--- src/rtl/multicycle_control.sv ---
// Multicycle CPU control unit: FETCH/DECODE/EXEC/MEM/WB sequencer with a memory-wait timeout.
// It also has a sticky ERROR state that only reset can leave.
module multicycle_control #(
  parameter int unsigned ALU_FUNC_W  = 6,
  parameter int unsigned MEM_TIMEOUT = 15
) (
  input  logic                  clk_in,
  input  logic                  rst_n_in,
  input  logic [5:0]            opcode_in,
  input  logic [5:0]            func_in,
  input  logic                  data_mem_ready_in,
  output logic                  pc_enable_out,
  output logic                  ir_we_out,
  output logic                  regfile_we_out,
  output logic                  alu_mux_select_out,
  output logic [ALU_FUNC_W-1:0] alu_func_out,
  output logic                  data_mem_re_out,
  output logic                  data_mem_we_out,
  output logic [1:0]            data_mem_size_out,
  output logic                  data_mem_mux_select_out,
  output logic [2:0]            state_out,
  output logic                  error_out
);

  localparam int unsigned OP_W   = 6;
  localparam int unsigned WAIT_W = 8;

  typedef enum logic [2:0] {
    S_FETCH  = 3'd0,
    S_DECODE = 3'd1,
    S_EXEC   = 3'd2,
    S_MEM    = 3'd3,
    S_WB     = 3'd4,
    S_ERROR  = 3'd7
  } state_e;

  state_e            state_q, state_d;
  logic [OP_W-1:0]   op_q, op_d;
  logic [OP_W-1:0]   fn_q, fn_d;
  logic [WAIT_W-1:0] wait_q, wait_d;

  logic              is_rtype_c;
  logic              is_load_c;
  logic              is_store_c;
  logic [OP_W-1:0]   alu_fn_c;
  logic [1:0]        mem_size_c;

  function automatic logic op_supported(input logic [OP_W-1:0] op);
    case (op)
      6'b000000, 6'b001000, 6'b100000, 6'b100001,
      6'b100011, 6'b101000, 6'b101001, 6'b101011: op_supported = 1'b1;
      default:                                    op_supported = 1'b0;
    endcase
  endfunction

  function automatic logic func_supported(input logic [OP_W-1:0] fn);
    case (fn)
      6'b100000, 6'b100001, 6'b100010, 6'b100100,
      6'b100101, 6'b100110, 6'b100111, 6'b101010: func_supported = 1'b1;
      default:                                    func_supported = 1'b0;
    endcase
  endfunction

  // Loads are 100xxx and stores 101xxx; the low two opcode bits select the size.
  assign is_rtype_c = (op_q == '0);
  assign is_load_c  = op_q[5] & ~op_q[3];
  assign is_store_c = op_q[5] & op_q[3];
  assign alu_fn_c   = is_rtype_c ? fn_q : 6'b100000;

  always_comb begin
    case (op_q[1:0])
      2'b00:   mem_size_c = 2'b01;
      2'b01:   mem_size_c = 2'b10;
      default: mem_size_c = 2'b11;
    endcase
  end

  // State register and instruction latches.
  always_ff @(posedge clk_in or negedge rst_n_in) begin
    if (!rst_n_in) begin
      state_q <= S_FETCH;
      op_q    <= '0;
      fn_q    <= '0;
      wait_q  <= '0;
    end else begin
      state_q <= state_d;
      op_q    <= op_d;
      fn_q    <= fn_d;
      wait_q  <= wait_d;
    end
  end

  // Next-state logic; the timeout compare fires on the cycle the counter would reach MEM_TIMEOUT.
  always_comb begin
    state_d = state_q;
    op_d    = op_q;
    fn_d    = fn_q;
    wait_d  = wait_q;
    case (state_q)
      S_FETCH:  state_d = S_DECODE;
      S_DECODE: begin
        op_d = opcode_in;
        fn_d = func_in;
        if (!op_supported(opcode_in) ||
            ((opcode_in == '0) && !func_supported(func_in))) begin
          state_d = S_ERROR;
        end else begin
          state_d = S_EXEC;
        end
      end
      S_EXEC: begin
        wait_d  = '0;
        state_d = op_q[5] ? S_MEM : S_WB;
      end
      S_MEM: begin
        if (data_mem_ready_in) begin
          state_d = is_load_c ? S_WB : S_FETCH;
        end else if (wait_q == WAIT_W'(MEM_TIMEOUT - 1)) begin
          state_d = S_ERROR;
        end else begin
          wait_d = wait_q + WAIT_W'(1);
        end
      end
      S_WB:     state_d = S_FETCH;
      S_ERROR:  state_d = S_ERROR;
      default:  state_d = S_ERROR;
    endcase
  end

  // Output decode; gated by reset so strobes drop the moment reset asserts.
  always_comb begin
    pc_enable_out           = 1'b0;
    ir_we_out               = 1'b0;
    regfile_we_out          = 1'b0;
    alu_mux_select_out      = 1'b0;
    alu_func_out            = '0;
    data_mem_re_out         = 1'b0;
    data_mem_we_out         = 1'b0;
    data_mem_size_out       = 2'b00;
    data_mem_mux_select_out = 1'b0;
    state_out               = 3'd0;
    error_out               = 1'b0;
    if (rst_n_in) begin
      state_out = state_q;
      case (state_q)
        S_FETCH: ir_we_out = 1'b1;
        S_EXEC: begin
          alu_func_out       = ALU_FUNC_W'(alu_fn_c);
          alu_mux_select_out = ~is_rtype_c;
        end
        S_MEM: begin
          alu_func_out       = ALU_FUNC_W'(alu_fn_c);
          alu_mux_select_out = ~is_rtype_c;
          data_mem_re_out    = is_load_c;
          data_mem_we_out    = is_store_c;
          data_mem_size_out  = mem_size_c;
          pc_enable_out      = is_store_c & data_mem_ready_in;
        end
        S_WB: begin
          alu_func_out            = ALU_FUNC_W'(alu_fn_c);
          alu_mux_select_out      = ~is_rtype_c;
          regfile_we_out          = 1'b1;
          pc_enable_out           = 1'b1;
          data_mem_mux_select_out = is_load_c;
        end
        S_ERROR: error_out = 1'b1;
        default: ;
      endcase
    end
  end

endmodule

--- config.mk ---
export PLATFORM = sky130hd
export DESIGN_NAME = multicycle_control
export DESIGN_NICKNAME = d
export VERILOG_FILES = /design/src/rtl/multicycle_control.sv
export SDC_FILE = /design/constraint.sdc
export NUM_CORES = 1
export LEC_CHECK = 0
export CAP_MARGIN = 20
export CORE_MARGIN = 8
export CORE_UTILIZATION = 40
export CTS_CLUSTER_DIAMETER = 120
export DETAILED_ROUTE_END_ITERATION = 10
export PLACE_DENSITY = 0.67
export SETUP_SLACK_MARGIN = 0.1
export SLEW_MARGIN = 5
export SYNTH_ARGS = -nofsm -noshare
export SYNTH_HDL_FRONTEND = slang
export SYNTH_SLANG_ARGS = --single-unit
--- constraint.sdc ---
create_clock -name clk_in -period 1.5 [get_ports clk_in]
set_input_delay 0.45 -clock clk_in [delete_from_list [all_inputs] [get_ports clk_in]]
set_output_delay 0.45 -clock clk_in [all_outputs]
set_load 0.05 [all_outputs]
# ---- Word level (Yosys, flattened, before mapping)
# Cells that the tools add are included.
dict set report op_classes {
  n_shift 0
  n_addsub 1
  n_eq_ne 25
  muxes 36
  n_reduce_logical 13
  bitwise 5
  mul 0
  n_lt_le_gt_ge 0
  div 0
}
# op n
set ops {}
lappend ops {{equality test 6 bit, second input constant} 14}
lappend ops {{two-way mux 1 bit} 19}
lappend ops {{two-way mux 3 bit} 6}
lappend ops {{two-way mux 6 bit} 3}
lappend ops {{two-way mux 8 bit} 2}
lappend ops {{case mux 8 bit (2 select lines)} 1}
lappend ops {{OR reduction 8 bit} 2}
lappend ops {{case mux 3 bit (5 select lines)} 1}
lappend ops {{logical NOT 6 bit} 2}
lappend ops {{adder 8 x 1 -> 8 bit, second input constant} 1}
lappend ops {{equality test 8 x 4 -> 1 bit, second input constant} 1}
lappend ops {{equality test 3 x 2 -> 1 bit, second input constant} 2}
lappend ops {{equality test 3 bit, second input constant} 2}
lappend ops {{equality test 6 x 4 -> 1 bit, second input constant} 1}
lappend ops {{two-way mux 2 bit} 2}
lappend ops {{inequality test 2 bit, second input constant} 2}
lappend ops {{case mux 2 bit (2 select lines)} 1}
lappend ops {{AND 1 bit} 3}
lappend ops {{equality test 3 x 1 -> 1 bit, second input constant} 1}
lappend ops {{logical NOT 3 bit} 1}
lappend ops {{inequality test 3 bit, second input constant} 1}
lappend ops {{AND reduction 3 bit} 1}
lappend ops {{OR reduction 3 bit} 1}
lappend ops {{equality test 2 x 1 -> 1 bit, second input constant} 1}
lappend ops {{other kinds (7)} 9}
dict set report word_totals {
  inputBits 15
  latchBits 0
  output_inout_bits 19
  mem_count 0
  ram_bits 0
  reg_bits 23
  mem_bits_ro 0
  word_cells 84
}

# ---- Logic depth before layout (Yosys ltp)
# Gate-level depths: netlist of run 1.
dict set report logic_depth {
  word_depth 9
  mapped_depth 6
  mapped_depth_nobuf 6
}

# ---- Least setup slack after synthesis of run 1
# No wires, ideal clock.
dict set report synth_timing {
  path_kind {reg-to-output}
  start {reg state_q[0]}
  end {out ir_we_out}
  path_stages_with_launch 3
  n_path_buf 1
  t_arrival_ps 2297
  path_slack_ps -1247
  required_time_ps 1050
  path_cell_list {dfrtp_1 clkbuf_1 nor4b_1}
}
dict set report synth_between {
  elab_chain_len 3
}
# element line
set synth_rtl {}
lappend synth_rtl {{start, declared} 37} ;# state_e state_q, state_d;
lappend synth_rtl {{start signal, assigned} 86} ;# state_q <= state_d;
lappend synth_rtl {{logical NOT 3 bit} 145} ;# case (state_q)
lappend synth_rtl {{two-way mux 1 bit} 145}
lappend synth_rtl {{two-way mux 1 bit} 143} ;# if (rst_n_in) begin
lappend synth_rtl {{end, declared} 13} ;# output logic ir_we_out,
# No other way between the ends.

# ---- Worst setup path in the final report of run 1
dict set report layout_timing {
  start {reg op_q[2]}
  end {out alu_func_out[5]}
}
dict set report layout_between {
  elab_chain_len 4
}
# element line
set layout_rtl {}
lappend layout_rtl {{start, declared} 38} ;# logic [OP_W-1:0] op_q, op_d;
lappend layout_rtl {{start signal, assigned} 87} ;# op_q <= op_d;
lappend layout_rtl {{logical NOT 6 bit} 65} ;# assign is_rtype_c = (op_q == '0);
lappend layout_rtl {{two-way mux 6 bit} 68} ;# assign alu_fn_c = is_rtype_c ? fn_q : 6'b100000;
lappend layout_rtl {{two-way mux 6 bit} 145}
lappend layout_rtl {{two-way mux 6 bit} 143}
lappend layout_rtl {{end, declared} 16} ;# output logic [ALU_FUNC_W-1:0] alu_func_out,
# No other way between the ends.

==> impl_results.md, run 1 <==
- Vias: 1397
- Most common cell after layout, fill and taps aside: buf_4
- CTS tree: built
- Int Power: 0.804 mW
- Final Critical Period: 2130 ps
- Synth Warn #: 0
- Total CTS buffers: 3
- Final setup vio count: 41
- Clk pwr share: 0.280
- Worst-Skew Late Latency: 320 ps
- Critical Path RT: 1050 ps
- Vias in the first global route: 1455
- Layout cells sized above 1: 0.566
- Clk slew on worst S/H paths: 130 ps
- Per-cell routed wire length: 20.3 um
- Yosys reg bits: 23
- TritonRoute pass-1 iters: 4
- Core box area: 0.00326 mm^2
- Overall Global Routing Usage: 0.178
- Post-Place Worst Slack: -764 ps
- Number of vias per cell: 5.27
- Main synth FF type: dfrtp_1
- DIE AREA: 0.00539 mm^2
- GRT overflow: 0
- Initial Util: 0.405
- Critical Path AT: 1680 ps
- Worst hold slack: 287 ps
- Syn nets: 154
- Most frequent cells in the layout: buf_4, dfrtp_1, buf_12
- Sequential share of the synthesized area: 0.436
- Yosys cell types: 38
- DR top layer: met4
- Clock Path Buffers: 2
- # hold bufs at CTS: 0
- Final period util: 1.42
- Ant. Diodes: 0
- DR WL met2: 2920 um
- Clock root cell: clkbuf_4
- Cells on worst reg2reg path: 7
- Max Freq: 469 MHz
- Post-synth EDFFs: 0
- CTS Sinks: 23
- Max-Cap Viols: 0
- GPL Wtd Cong: 0.853
- Initial antenna violation count: 0
- R2r endpoint: op_q[2]
- Htree depth: 1
- Met1 wire length: 2060 um
- Power Density: 402 mW/mm^2
- Pin count of the biggest net entering global routing: 18
- Syn_area_per_cell: 9.63 um^2
- Die X: 73.4 um
- Slew Limit Headroom: 0.789
- Die H: 73.4 um
- Number of remaining DRC errors: 0
- Sw frac: 0.256
- Fin Clk Skew: 5.42 ps
- HP Class: input port to asynchronous set/reset pin
- Comb pwr share: 0.146
- Ys async rst share: 1.00
- DR iter-0 viols: 63
- Static Leakage: 1.22 nW
- Ports: 34
- Failing checks: setup timing
- CP Max Fanout: 7
- Post-Route WL: 5390 um
- Final Cell Area: 0.00269 mm^2
- Final-stage net count: 237
- Hpwl dp: 3110 um
- First-pass GRT wire length: 7220 um
- Worst setup margin: -634 ps
- Mapped cell area: 0.00132 mm^2
- Final hold violations: 0
- Worst vdd ir: 318 uV
- Crit start category: flop
- RR Startpoint: state_q[2]
- Synth-to-layout area growth: 104%
- Net Sw Power: 0.276 mW
- Crit Path Category: flop to output pin
- Placement row count: 21
- Crit. End Element: output pin
- Dpl cell area: 0.00228 mm^2
- Pins over their slew limit: 0
- Internal reg-to-reg setup slack: -200 ps
- Status: complete, but fails checks
- # port buffers: 33
- Worst Tran Pin Value: 316 ps
- Tot Pwr: 1.08 mW
- RSZ-0062 raised after global routing: true
- Met3 wire length: 171 um
- Sequential share of power: 0.574
- Synth Instances: 137
- Routed Antenna Nets: 0
==> synthesized netlist by cell type (2+ instances only) <==
library cell / number / area share
nand2_1: 15 / 0.043
xor2_1: 3 / 0.020
nand3_1: 2 / 0.0076
ha_1: 2 / 0.019
and3_1: 7 / 0.033
a21oi_1: 3 / 0.011
a21o_1: 2 / 0.011
mux2i_1: 4 / 0.030
mux2_2: 9 / 0.077
inv_1: 7 / 0.020
nand4_1: 4 / 0.019
and4bb_2: 2 / 0.019
o21ai_0: 5 / 0.019
nor3b_1: 2 / 0.011
nor2_1: 15 / 0.043
buf_2: 2 / 0.0076
and2_1: 2 / 0.0095
a211oi_1: 2 / 0.011
nor2b_1: 4 / 0.019
dfrtp_1: 23 / 0.44
nor3_1: 3 / 0.011
nand2b_1: 3 / 0.014
==> per-stage QoR <==
stage,utilization,std cells,setup TNS [ps]
after floorplan,-,137,-3580
after global placement,0.699,244,-15310
after detailed placement,0.699,244,-16180
after CTS,0.783,256,-9110
after global routing,0.824,265,-15400
final,0.824,265,-13410
==> critical path: stages, from the launching register on <==
cell and delay, ps:
dfrtp_1 460, nor2_1 180, nand2_2 90, nor3_4 130, buf_6 150, buf_4 120
a21boi_4 60, buf_12 150
==> timing repair <==
action,4_1_cts,5_1_grt
endpoints found under the hold margin,0,0
pin swaps,12,20
endpoints found under the setup margin,38,41
setup buffers,8,10
gates resized for setup,48,22
==> worst max path at each step <==
stage                          start               to  slack, ps  cells past startpoint
after global placement      rst_n_in        ir_we_out       -740                      4
final                        op_q[2]  alu_func_out[5]       -630                      7
after floorplan           state_q[2]    pc_enable_out       -370                      5
after detailed placement    rst_n_in        ir_we_out       -760                      4
after global routing      state_q[1]  alu_func_out[5]       -690                      5
after CTS                    op_q[0]  alu_func_out[2]       -580                      6
==> flip-flops by register name (all words and copies together), names as in the netlist <==
register / count
wait_q: 8
state_q: 3
op_q: 6
fn_q: 6
==> power groups by stage <==
stage	clock (mW)	sequential, mW	combinational [mW]
floorplan	0	0.632	0.0396
global placement	0	0.632	0.136
detailed placement	0	0.632	0.137
CTS	0.307	0.620	0.151
global route	0.342	0.620	0.166
finish	0.302	0.620	0.158
==> layout make-up <==
cell class / instances / area (um^2)
Timing Repair Buffer: 82 / 992
Clock inverter: 1 / 5.00
Sequential cell: 23 / 578
Clock buffer: 3 / 22.5
Fill cell: 185 / 573
Inverter: 7 / 28.8
Multi-Input combinational cell: 103 / 1000
Tap cell: 46 / 57.6
==> metal layers <==
| layer | GRT usage | vias up |
|---|---|---|
| li1 | - | 643 |
| met1 | 0.193 | 702 |
| met2 | 0.329 | 33 |
| met3 | 0.0314 | 19 |
| met4 | 0.0754 | 0 |
| met5 | 0 | - |
==> logic make-up (layout without fill, tap and decap cells) <==
kind of cell             Yosys count  count (layout)  share of synthesized area
adder cells (fa/ha/maj)            2               2                     0.0190
buffers and inverters             11              93                     0.0361
XOR/XNOR                           3               3                     0.0199
AND/OR/NAND/NOR                   66              66                      0.285
AO/OA/AOI/OAI                     19              19                     0.0968
flip-flops                        23              23                      0.436
multiplexers                      13              13                      0.107
Power figures use the tool's default switching activity.
==> inputs of run 2 (changes only) <==
--- a/config.mk
+++ b/config.mk
@@ -11,7 +11,7 @@
 export CTS_CLUSTER_DIAMETER = 120
 export DETAILED_ROUTE_END_ITERATION = 10
 export PLACE_DENSITY = 0.67
-export SETUP_SLACK_MARGIN = 0.1
+export SETUP_SLACK_MARGIN = 0.02
 export SLEW_MARGIN = 5
 export SYNTH_ARGS = -nofsm -noshare
 export SYNTH_HDL_FRONTEND = slang
==> run 2 against run 1 <==
The flow still finishes with violations (setup timing). Critical path depth decreased by 1. Sequential share of layout area is 0.29 points higher. Sequential power hardly changed. Maximum frequency rose by 0.16%. Design area decreased by 1.5%. Clock skew grew 2.0 ps. Critical path type unchanged. Critical endpoint is now pc_enable_out. Highest routed layer unchanged.
==> impl_results.md, run 2 (synthesized netlist as in run 1, its figures left out) <==
- CTS tree: built
- Crit Path Category: flop to output pin
- Placement row count: 21
- Number of vias per cell: 5.21
- Initial Util: 0.405
- Most common cell after layout, fill and taps aside: dfrtp_1
- Cells on worst reg2reg path: 8
- Clock Path Buffers: 2
- Most frequent cells in the layout: dfrtp_1, buf_12, buf_6
- Power Density: 403 mW/mm^2
- Final period util: 1.42
- DIE AREA: 0.00539 mm^2
- Status: complete, but fails checks
- Hpwl dp: 2950 um
- Core box area: 0.00326 mm^2
- Clk slew on worst S/H paths: 130 ps
- Per-cell routed wire length: 17.9 um
- Critical Path AT: 1680 ps
- RSZ-0062 raised after global routing: true
- Max-Cap Viols: 0
- Worst vdd ir: 372 uV
- GRT overflow: 0
- Initial antenna violation count: 0
- HP Class: input port to asynchronous set/reset pin
- Post-Route WL: 4580 um
- Sequential share of power: 0.582
- Clock root cell: clkbuf_4
- Largest regs: wait_q: 8 flops, fn_q: 6 flops, op_q: 6 flops
- Htree depth: 1
- CP startpoint: state_q[2]
- Final core utilization: 0.811
- Worst-Skew Late Latency: 320 ps
- DR iter-0 viols: 89
- Post-Place Worst Slack: -758 ps
- Final-stage net count: 228
- TritonRoute pass-1 iters: 4
- Int Power: 0.798 mW
- Internal reg-to-reg setup slack: -310 ps
- Sw frac: 0.251
- Die H: 73.4 um
- Setup TNS Final: -12390 ps
- Failing checks: setup timing
- Crit start category: flop
- Worst setup margin: -630 ps
- First-pass GRT wire length: 6460 um
- Comb pwr share: 0.141
- Setup crit end: pc_enable_out
- Pin count of the biggest net entering global routing: 14
- Net Sw Power: 0.267 mW
- RR Startpoint: state_q[0]
- Overall Global Routing Usage: 0.155
- Clk pwr share: 0.277
- Final hold violations: 0
- Vias: 1334
- Worst hold slack: 254 ps
- Synth-to-layout area growth: 100%
- Number of remaining DRC errors: 0
- CP Max Fanout: 4
- Total CTS buffers: 3
- Layout cells sized above 1: 0.557
- Max reg flops: 8
- Tot Pwr: 1.07 mW
- Critical Path RT: 1050 ps
- Static Leakage: 1.19 nW
- Max Freq: 469 MHz
- Fin Clk Skew: 7.41 ps
- Vias in the first global route: 1328
- Crit. End Element: output pin
- Ports: 34
- Routed Antenna Nets: 0
- GPL Wtd Cong: 0.824
- Ant. Diodes: 0
- Largest Register: wait_q
- R2r endpoint: state_q[0]
- Slew Limit Headroom: 0.797
- Pins over their slew limit: 0
- Worst Tran Pin Value: 304 ps
- Final Critical Period: 2130 ps
- # port buffers: 33
- CTS Sinks: 23
- Final setup vio count: 41
- Die X: 73.4 um
[run 2: changes by cell type in the layout (fill, tap and decap cells not counted), moves of 2 or more]
cell / previous run / this run
nand2_1: 11 / 8
buf_6: 15 / 18
buf_4: 29 / 17
nand2_2: 2 / 4
[run 2: worst min-delay path by stage]
stage | slack (ps) | cells past startpoint | start | to
finish | 250 | 2 | rst_n_in | state_q[2]
global route | 250 | 2 | rst_n_in | state_q[1]
CTS | 200 | 2 | rst_n_in | state_q[2]
detailed placement | 480 | 1 | wait_q[7] | wait_q[7]
global placement | 480 | 1 | wait_q[7] | wait_q[7]
floorplan | 150 | 0 | rst_n_in | fn_q[0]
[run 2: layer usage]
metal,part of all wire,vias to the layer above,global-route usage
li1,-,628,-
met1,0.42,681,0.177
met2,0.54,18,0.276
met3,0.024,7,0.0246
met4,0.017,0,0.0643
met5,0,-,0
[run 2: stage by stage]
step	cells	cell area [um^2]
after floorplan	137	1490
after global placement	238	2250
after detailed placement	238	2250
after CTS	252	2480
after global routing	256	2640
final	256	2640
[run 2: critical path, stage by stage (launching register included)]
cell and delay (ps):
dfrtp_1 450, buf_6 130, and2b_2 240, nand2_4 140, nor2_4 60, a21o_4 200
buf_12 140
[run 2: final cells by class]
| type | count | area, um^2 |
|---|---|---|
| Clock inverter | 1 | 5.00 |
| Tap cell | 46 | 57.6 |
| Timing Repair Buffer | 73 | 950 |
| Fill cell | 181 | 614 |
| Inverter | 7 | 28.8 |
| Sequential cell | 23 | 577 |
| Multi-Input combinational cell | 103 | 1000 |
| Clock buffer | 3 | 22.5 |
[run 2: repair_timing]
action | 4_1_cts | 5_1_grt
pin swaps | 11 | 10
hold buffers | 0 | 0
gates cloned | 1 | 0
buffers inserted | 9 | 6
setup endpoints to repair | 35 | 41
resized for setup | 30 | 38
[run 2: power by group through the flow]
stage	logic [mW]	registers, mW	clock network (mW)
after floorplan	0.0392	0.632	0
after global placement	0.135	0.632	0
after detailed placement	0.136	0.632	0
after CTS	0.143	0.620	0.304
after global routing	0.157	0.620	0.333
final	0.150	0.620	0.295
==> inputs of run 3 (changes only) <==
--- a/config.mk
+++ b/config.mk
@@ -6,7 +6,6 @@
 export NUM_CORES = 1
 export LEC_CHECK = 0
 export CAP_MARGIN = 20
-export CORE_MARGIN = 8
 export CORE_UTILIZATION = 40
 export CTS_CLUSTER_DIAMETER = 120
 export DETAILED_ROUTE_END_ITERATION = 10
==> constraint.sdc (replaced) <==
create_clock -name clk_in -period 1.75 [get_ports clk_in]
set_input_delay 0.525 -clock clk_in [delete_from_list [all_inputs] [get_ports clk_in]]
set_output_delay 0.525 -clock clk_in [all_outputs]
set_load 0.05 [all_outputs]
==> run 3 against run 2 <==
The flow still finishes with violations (setup timing). Combinational power down 13%. Design area down 2.5%. Sequential power down 14%. Setup slack better by 210 ps. Total power down 15%. Die area down 35%. Hold slack worse by 89 ps. Critical path depth down 1. First-iteration DRC count down 39%. Highest routed layer unchanged.
==> impl_results.md, run 3 (synthesized netlist as in run 1, its figures left out) <==
- Final Critical Period: 2170 ps
- Vias in the first global route: 1349
- Vias: 1377
- Internal reg-to-reg setup slack: 10 ps
- Ant. Diodes: 0
- Most frequent cells in the layout: dfrtp_1, buf_4, buf_12
- Final non-filler cell total: 257
- Max reg flops: 8
- Worst Tran Pin Value: 348 ps
- Clock Path Buffers: 2
- Met3 Use GR: 0.0284
- CTS tree: built
- Clock root cell: clkbuf_4
- Critical Path RT: 1220 ps
- Slew Limit Headroom: 0.767
- Final-stage net count: 231
- Worst setup margin: -418 ps
- Synth-to-layout area growth: 95.4%
- Fin Clk Skew: 9.32 ps
- Reg area: 576 um^2
- Crit start category: flop
- Dpl cells: 237
- Initial Util: 0.425
- # hold bufs at CTS: 0
- Power Density: 352 mW/mm^2
- Core box area: 0.00310 mm^2
- Fill count: 181
- Routed Antenna Nets: 0
- Layout cells sized above 1: 0.540
- Die X: 59.4 um
- Htree depth: 1
- DIE AREA: 0.00353 mm^2
- Final period util: 1.24
- Largest regs: wait_q: 8 flops, fn_q: 6 flops, op_q: 6 flops
- Setup TNS Final: -5550 ps
- Final setup vio count: 19
- Max Freq: 461 MHz
- Gr busiest metal: met2
- Routing usage on met2: 0.427
- Worst-Skew Late Latency: 310 ps
- Tot Pwr: 0.906 mW
- First-pass GRT wire length: 6010 um
- Met1 usage: 0.276
- Static Leakage: 1.19 nW
- TritonRoute pass-1 iters: 4
- Sw frac: 0.241
- Clk pwr share: 0.270
- Failing checks: setup timing
- Footprint of the multi-input gates: 945 um^2
- Final hold violations: 0
- CP Max Fanout: 7
- Worst hold slack: 166 ps
- Die H: 59.4 um
- Number of remaining DRC errors: 0
- Crit Path Category: flop to output pin
- Critical Path AT: 1640 ps
- Sequential share of power: 0.586
- CTS Sinks: 23
- Largest Register: wait_q
- Ports: 34
- Total CTS buffers: 3
- GPL Wtd Cong: 0.784
- Net Sw Power: 0.218 mW
- Overall Global Routing Usage: 0.228
- Int Power: 0.688 mW
- Number of vias per cell: 5.36
- Max-Cap Viols: 0
- Status: complete, but fails checks
- Comb pwr share: 0.143
- RSZ-0062 raised after global routing: true
- Per-cell routed wire length: 16.8 um
- DR iter-0 viols: 54
- Hpwl dp: 2830 um
- Pin count of the biggest net entering global routing: 14
- Placement row count: 20
- GRT overflow: 0
- HP Class: input port to asynchronous set/reset pin
- Post-Place Worst Slack: -606 ps
- Crit. End Element: output pin
- Initial antenna violation count: 0
- Clk slew on worst S/H paths: 130 ps
- Pins over their slew limit: 0
- Worst vdd ir: 313 uV
- # port buffers: 33
- Post-Route WL: 4320 um
-- run 3: cell count changes in the layout (fill, tap and decap cells not counted), sizes merged --
cell / delta
buf: +3
clkbuf: +1
clkdlybuf4s15: -1
-- run 3: final cells by class --
class                           count  share of cell area
Timing Repair Buffer               76               0.367
Inverter                            7              0.0112
Sequential cell                    23               0.223
Tap cell                           44              0.0214
Clock inverter                      1             0.00194
Clock buffer                        3             0.00874
Multi-Input combinational cell    103               0.367
-- run 3: timing repair --
item	in CTS	in global routing
endpoints found under the setup margin	19	29
gates cloned	0	2
gates resized for setup	22	23
pin swaps	7	8
setup buffers	9	7
-- run 3: final timing paths --
check                                start         endpoint  cells past startpoint
worst min-delay path              rst_n_in       state_q[2]                      2
worst min register to register     op_q[4]          op_q[4]                      1
worst max register to register  state_q[0]        wait_q[3]                      9
min in group clk_in                op_q[4]          op_q[4]                      1
worst max-delay path            state_q[1]  alu_func_out[5]                      5
max in group asynchronous         rst_n_in        wait_q[7]                      4
-- run 3: power groups by stage --
stage	registers (mW)	logic [mW]	clock network [mW]
global placement	0.542	0.118	0
CTS	0.531	0.128	0.252
global route	0.532	0.138	0.276
detailed placement	0.542	0.119	0
finish	0.531	0.130	0.245
floorplan	0.542	0.0327	0
-- run 3: through the flow --
stage                     utilization  cell area [um^2]
after floorplan                     -              1480
after global placement          0.718              2230
after detailed placement        0.718              2230
after CTS                       0.772              2400
after global routing            0.831              2580
final                           0.831              2580
-- run 3: metal layers --
metal	share of wire	up-vias	routed length [um]
met1	0.40	680	1710
met3	0.041	12	179
met2	0.54	53	2340
met4	0.022	0	94
li1	-	632	-
met5	0	-	0
-- run 3: critical path, stage by stage (launching register included) --
cell	delay, ps
dfrtp_1	460
nor2_2	140
nand2_2	80
a21boi_4	250
a21boi_4	250
buf_12	150
